**config.mk**
```make
export PLATFORM = sky130hd
export DESIGN_NAME = dkong_rom_loader
export DESIGN_NICKNAME = d
export VERILOG_FILES = /design/src/rtl/dkong_rom_loader.sv
export SDC_FILE = /design/constraint.sdc
export NUM_CORES = 1
export LEC_CHECK = 0
export ABC_AREA = 1
export CORE_MARGIN = 4
export CORE_UTILIZATION = 48
export DETAILED_ROUTE_END_ITERATION = 6
export PLACE_DENSITY = 0.8
export SLEW_MARGIN = 20
export SYNTH_ARGS = -nofsm -noshare
export SYNTH_HDL_FRONTEND = slang
export SYNTH_SLANG_ARGS = --single-unit
```
**constraint.sdc**
```tcl
create_clock -name clk_sys -period 2.36 [get_ports clk_sys]
set_clock_uncertainty 0.2 [all_clocks]
set_input_delay 0.236 -clock clk_sys [delete_from_list [all_inputs] [get_ports clk_sys]]
set_output_delay 0.236 -clock clk_sys [all_outputs]
set_load 0.1 [all_outputs]
```
**src/rtl/dkong_rom_loader.sv**
```systemverilog
// dkong_rom_loader: routes the hps_io ROM download into the core's four ROM regions
// and holds the core in reset during the load and for a fixed tail afterwards.
module dkong_rom_loader #(
   parameter int ADDR_W = 19,
   parameter int R0_END = 'h04000,
   parameter int R1_END = 'h05000,
   parameter int R2_END = 'h06000,
   parameter int R3_END = 'h08000,
   parameter int HOLD   = 16
) (
   input  logic              clk_sys,
   input  logic              reset,
   input  logic              ioctl_download,
   input  logic              ioctl_wr,
   input  logic [ADDR_W-1:0] ioctl_addr,
   input  logic [7:0]        ioctl_dout,
   input  logic              rst_req,
   output logic [3:0]        rgn_wr,
   output logic [15:0]       rgn_addr,
   output logic [7:0]        rgn_data,
   output logic              core_reset,
   output logic              loaded,
   output logic [19:0]       byte_cnt,
   output logic [1:0]        err
);
   localparam int TW = $clog2(HOLD + 1);
   localparam logic [ADDR_W-1:0] E0 = ADDR_W'(R0_END);
   localparam logic [ADDR_W-1:0] E1 = ADDR_W'(R1_END);
   localparam logic [ADDR_W-1:0] E2 = ADDR_W'(R2_END);
   localparam logic [ADDR_W-1:0] E3 = ADDR_W'(R3_END);
   localparam logic [15:0] B1 = 16'(R0_END);
   localparam logic [15:0] B2 = 16'(R1_END);
   localparam logic [15:0] B3 = 16'(R2_END);
   localparam logic [19:0] TOTAL = 20'(R3_END);
   localparam logic [TW-1:0] HOLD_V = TW'(HOLD);
   localparam logic [TW-1:0] ONE = TW'(1);

   typedef enum logic [1:0] {IDLE, LOAD, TAIL, RUN} state_t;

   state_t state_q, state_d;
   logic dl_q;
   logic [TW-1:0] tail_q, tail_d;
   logic [3:0] rgn_wr_q, rgn_wr_d;
   logic [15:0] rgn_addr_q, rgn_addr_d;
   logic [7:0] rgn_data_q, rgn_data_d;
   logic core_reset_q, core_reset_d;
   logic loaded_q, loaded_d;
   logic [19:0] byte_cnt_q, byte_cnt_d;
   logic [1:0] err_q, err_d;

   logic rise, fall, wr_en;
   logic [3:0] sel;
   logic [15:0] base;
   logic [19:0] cnt_inc, cnt_fin;

   always_comb begin
      rise = ioctl_download & ~dl_q;
      fall = ~ioctl_download & dl_q;
      wr_en = ioctl_wr & (state_q == LOAD) & ~rise;
      sel = ioctl_addr < E0 ? 4'b0001 :
            ioctl_addr < E1 ? 4'b0010 :
            ioctl_addr < E2 ? 4'b0100 :
            ioctl_addr < E3 ? 4'b1000 : 4'b0000;
      base = sel[0] ? 16'd0 : sel[1] ? B1 : sel[2] ? B2 : B3;
      cnt_inc = &byte_cnt_q ? byte_cnt_q : byte_cnt_q + 20'd1;
      cnt_fin = wr_en ? cnt_inc : byte_cnt_q;
      state_d = state_q;
      tail_d = tail_q;
      rgn_wr_d = wr_en ? sel : 4'b0000;
      rgn_addr_d = (wr_en && sel != 4'b0000) ? ioctl_addr[15:0] - base : rgn_addr_q;
      rgn_data_d = (wr_en && sel != 4'b0000) ? ioctl_dout : rgn_data_q;
      byte_cnt_d = cnt_fin;
      err_d = {err_q[1] | (wr_en & (sel == 4'b0000)), err_q[0]};
      loaded_d = loaded_q;
      if (rise) begin
         state_d = LOAD;
         byte_cnt_d = '0;
         err_d = '0;
         loaded_d = 1'b0;
         rgn_wr_d = '0;
      end else if (state_q == LOAD && fall) begin
         state_d = cnt_fin == '0 ? IDLE : TAIL;
         tail_d = HOLD_V;
         err_d[0] = err_q[0] | (cnt_fin < TOTAL);
      end else if (state_q == TAIL) begin
         // a held rst_req keeps the tail pinned at full length
         if (rst_req) tail_d = HOLD_V;
         else if (tail_q == ONE) begin
            state_d = RUN;
            loaded_d = 1'b1;
         end else tail_d = tail_q - ONE;
      end else if (state_q == RUN && rst_req) begin
         state_d = TAIL;
         tail_d = HOLD_V;
      end
      core_reset_d = state_d != RUN;
   end

   always_ff @(posedge clk_sys) begin
      dl_q <= ioctl_download;
      if (reset) begin
         state_q <= IDLE;
         tail_q <= '0;
         rgn_wr_q <= '0;
         rgn_addr_q <= '0;
         rgn_data_q <= '0;
         core_reset_q <= 1'b1;
         loaded_q <= 1'b0;
         byte_cnt_q <= '0;
         err_q <= '0;
      end else begin
         state_q <= state_d;
         tail_q <= tail_d;
         rgn_wr_q <= rgn_wr_d;
         rgn_addr_q <= rgn_addr_d;
         rgn_data_q <= rgn_data_d;
         core_reset_q <= core_reset_d;
         loaded_q <= loaded_d;
         byte_cnt_q <= byte_cnt_d;
         err_q <= err_d;
      end
   end

   assign rgn_wr = rgn_wr_q;
   assign rgn_addr = rgn_addr_q;
   assign rgn_data = rgn_data_q;
   assign core_reset = core_reset_q;
   assign loaded = loaded_q;
   assign byte_cnt = byte_cnt_q;
   assign err = err_q;
endmodule

```
# Word-level counts from Yosys, hierarchy flattened
# Index checks and enable logic that the tools add are counted.
[word_totals]
regBits = 60
out_inout_bits = 52
wordCells = 71
[op_classes]
n_addsub = 3
order_cmp = 5
n_eq_ne = 6
mux = 21
n_bitwise = 13
reduce_logical = 12
[op_table]
columns = ["cell", "count"]
rows = [
  ["$lt 19x15->1 const B", 3],
  ["$mux 20", 2],
  ["$mux 14", 2],
  ["$mux 5", 5],
  ["$add 20x1->20 const B", 1],
  ["$logic_not 20->1", 1],
  ["$lt 20x16->1 const B", 1],
  ["$reduce_and 20->1", 1],
  ["$lt 19x16->1 const B", 1],
  ["$mux 4", 4],
  ["$sub 16x15->16", 1],
  ["$mux 15", 1],
  ["$mux 2", 7],
  ["$not 1->1", 6],
  ["$and 1x1->1", 5],
  ["$eq 5x1->1 const B", 1],
  ["$sub 5x1->5 const B", 1],
  ["$eq 2x2->1 const B", 2],
  ["$logic_not 4->1", 1],
  ["$ne 4x4->1 const B", 1],
  ["$reduce_and 4->1", 1],
  ["$reduce_bool 4->1", 1],
  ["$logic_and 1x1->1", 3],
  ["$reduce_and 3->1", 1],
  ["6 further kinds", 7],
]

# Logic depth before layout (Yosys ltp)
[depth]
ltp_word = 10
depth_mapped = 17
ltp_nobuf = 16

# Worst setup path after synthesis
# Ideal clock, no wire load.
[synth_path]
path_type = "register to register"
from = "register byte_cnt_q[0], in the netlist byte_cnt[0]"
to = "register state_q[1]"
setup_ns = 0.109
arrival_ns = 2.584
required_time_ns = 2.051
setup_slack_ns = -0.534
path_stages_with_launch = 15
path_cell_list = "dfxtp_1 > ha_1 > inv_1 > nor2_4 > nand2_4 > nor2_8 > nand3_4 > buf_6 > nand2_4 > xor2_2 > nand3_1 > nor2_1 > nand2_1 > nand2_1 > nor2_1"
[synth_via]
elab_chain_cells = 7
word_cells_on_any_way = 8
[synth_lines]
columns = ["item", "line_no", "rtl"]
rows = [
  ["start, declared", "48", "logic [19:0] byte_cnt_q, byte_cnt_d;"],
  ["start signal, assigned", "119", "byte_cnt_q <= byte_cnt_d;"],
  ["$add 20x1->20 / $reduce_and 20->1 (equally long branches)", "65", "cnt_inc = &byte_cnt_q ? byte_cnt_q : byte_cnt_q + 20'd1;"],
  ["$mux 20", "65", ""],
  ["$mux 20 *", "66", "cnt_fin = wr_en ? cnt_inc : byte_cnt_q;"],
  ["$logic_not 20->1 *", "82", "state_d = cnt_fin == '0 ? IDLE : TAIL;"],
  ["$mux 2 *", "82", ""],
  ["$mux 2 *", "81", "end else if (state_q == LOAD && fall) begin"],
  ["$mux 2 *", "75", "if (rise) begin"],
  ["end signal, assigned", "112", "state_q <= state_d;"],
  ["end, declared", "40", "state_t state_q, state_d;"],
]
# Every way passes the cells marked *; elsewhere a longest branch is shown, timed or not.
# A chain may end at the register's enable or synchronous reset.

# Worst setup path after layout
# Same ends and word-level chain as after synthesis.

==> flow_metrics.tcl <==
set metrics [dict create \
    outcome "finished, final reports clean" \
    synth_top_area_cell "dfxtp_1" \
    fin_setup_tns_ps 0 \
    ctsHtreeMaxLevel 3 \
    row_count 28 \
    antenna_found_initial 0 \
    drtPass1Iterations 4 \
    grt_setup_unrepaired "false" \
    netlist.area_leader.share_pct 40.0 \
    min_period_ps 2210 \
    syn2layout_area_growth_pct 39.0 \
    dieArea_um2 7580 \
    cts_buffers 9 \
    die_y_um 87.1 \
    dp_slack_ps -56.6 \
    synthTopCellsByCount "nor2_1, nand2_1, dfxtp_1" \
    grt_pass1_wl_um 13700 \
    placed_cell_area_um2 3880 \
    synth_flop_cell "dfxtp_1" \
    worst_hold_slack_ps 201 \
    yosys_warnings 0 \
    ys_seq_area_share_pct 40.0 \
    cts-root-buf "clkbuf_8" \
    p_leak_nw 1.95 \
    cts_buffer_depth 2 \
    clk-insertion-delay-late_ps 350 \
    worstSetupPathType "reg2reg" \
    design_area_um2 4170 \
    grt_util_all_layers_pct 22.6 \
    portBuffers 83 \
    drc 0 \
    cts_sinks 60 \
    synth_seq_cells 60 \
    synthesis.nets 481 \
    netlist_area_um2 3000 \
    required_ps 2390 \
    synth-edff-count 0 \
    vias 3160 \
    dpl.cell_count 604 \
    synthArstFlopShare_pct 0 \
    synth_cell_types 32 \
    gp_congestion 0.949 \
    nNetsFinal 584 \
    cp-start-kind "register" \
    cap_violations 0 \
    wl_per_cell_um 13.2 \
    drt-total-wl_um 8280 \
    path_max_fanout 6 \
    yosysMostFrequentCell "nor2_1" \
    antenna_cells 0 \
    power_per_cell_area_nw_per_um2 525 \
    ant_nets 0 \
    core_um2 5990 \
    die_w_um 87.1 \
    avgViaCountPerCell 5.06 \
    globalRouteOverflowTotal 0 \
    io_pins 84 \
    instances_no_fill 625 \
    hold_viol 0 \
    synth_cells 442 \
    utilization_pct 69.6 \
    fill_cells 526 \
    grt_pass1_vias 3179 \
    netlist_top_cells_area "dfxtp_1, nor2_1, nand2_1" \
    worst_pin_slew_ps 638 \
    slew_headroom_pct 57.4 \
    hold_class "in2reg" \
    final.setup.worst_slack_ps 152 \
    first_iter_violations 186 \
    totalPowerFinal_mw 2.19 \
    end_kind "register" \
    start_util_pct 50.1 \
    layout-drive-gt1-share_pct 24.5 \
    setup_violations 0 \
    drv_slew 0 \
    cts.clk_slew.worst_paths_ps 70 \
    cts_tree "yes" \
    max_clock_freq_mhz 453 \
    postSynthAreaPerCell_um2 6.79 \
    dp_hpwl_um 6060 \
    vdd_drop_max_mv 0.369 \
    crit_arrival_ps 2240 \
    finalCritPeriodShare_pct 93.6 \
    grt_max_degree 28 \
]
==> power by group <==
part           total, mW  internal (mW)  switching, mW
logic              0.195         0.0870          0.108
clock network      0.963          0.542          0.421
registers           1.03           1.02        0.00851
total               2.19           1.65          0.538
==> final timing paths <==
path	from	to	slack [ps]	cells past startpoint
worst max-delay path	byte_cnt[0]$_SDFF_PP0_	state_q[1]$_SDFF_PP0_	150	14
worst min-delay path	ioctl_download	dl_q$_DFF_P_	200	1
worst max register to register	byte_cnt[0]$_SDFF_PP0_	state_q[1]$_SDFF_PP0_	150	14
worst min register to register	loaded$_SDFFE_PP0P_	loaded$_SDFFE_PP0P_	260	2
==> per-layer routing <==
metal,global-route usage [%],share of wire [%],up-vias
li1,-,-,1613
met1,26.4,41,1429
met2,38.4,49,104
met3,6.62,7.9,14
met4,9.77,1.6,0
met5,0,0,-
==> logic make-up (layout without fill, tap and decap cells) <==
kind of cell / Yosys count / after routing / synth area share, %
AO/OA/AOI/OAI: 55 / 55 / 9.63
XOR/XNOR: 6 / 6 / 2.00
AND/OR/NAND/NOR: 249 / 250 / 36.7
adder cells (fa/ha/maj): 7 / 7 / 3.17
flip-flops: 60 / 60 / 40.0
buffers and inverters: 65 / 172 / 8.51
==> layout by cell type (no fill, tap or decap), types with 18 or more instances in the layout <==
master and instances:
nand2_1 88, inv_1 52, o21ai_0 28, dfxtp_1 40, dfxtp_2 18, nor2_1 97
buf_4 71, a21oi_1 18, nand3_1 27, clkdlybuf4s50_1 31
==> worst max-delay path, cell delays in order (launching register included) <==
cell and delay (ps):
dfxtp_4 360, ha_2 180, inv_1 60, nor2_4 110, nand2_4 110, nor2_8 170
nand3_2 180, nand4_1 160, nand2_1 70, nor2_1 130, nand2_1 70, nor2_1 110
nand2_1 80, nand2_1 60, nor2_1 30
==> what timing repair did <==
action | CTS | global route
gates resized for setup | 0 | 11
endpoints found under the setup margin | 0 | 2
setup buffers | 0 | 4
hold buffers | 0 | 0
==> cell type report <==
type | count | area (µm²) | share of cell area (%)
Clock buffer | 12 | 155 | 3.72
Inverter | 54 | 203 | 4.86
Timing Repair Buffer | 102 | 843 | 20.2
Sequential cell | 60 | 1230 | 29.5
Clock inverter | 4 | 47.5 | 1.14
Tap cell | 75 | 93.8 | 2.25
Multi-Input combinational cell | 318 | 1600 | 38.3
==> sequential cells by signal, summed over array words and instances, names as in the netlist <==
register and count:
err 2, state_q 2, loaded 1, rgn_wr 4, tail_q 5, dl_q 1
core_reset 1, byte_cnt 20, rgn_data 8, rgn_addr 16
(Power assumes the default switching activity.)
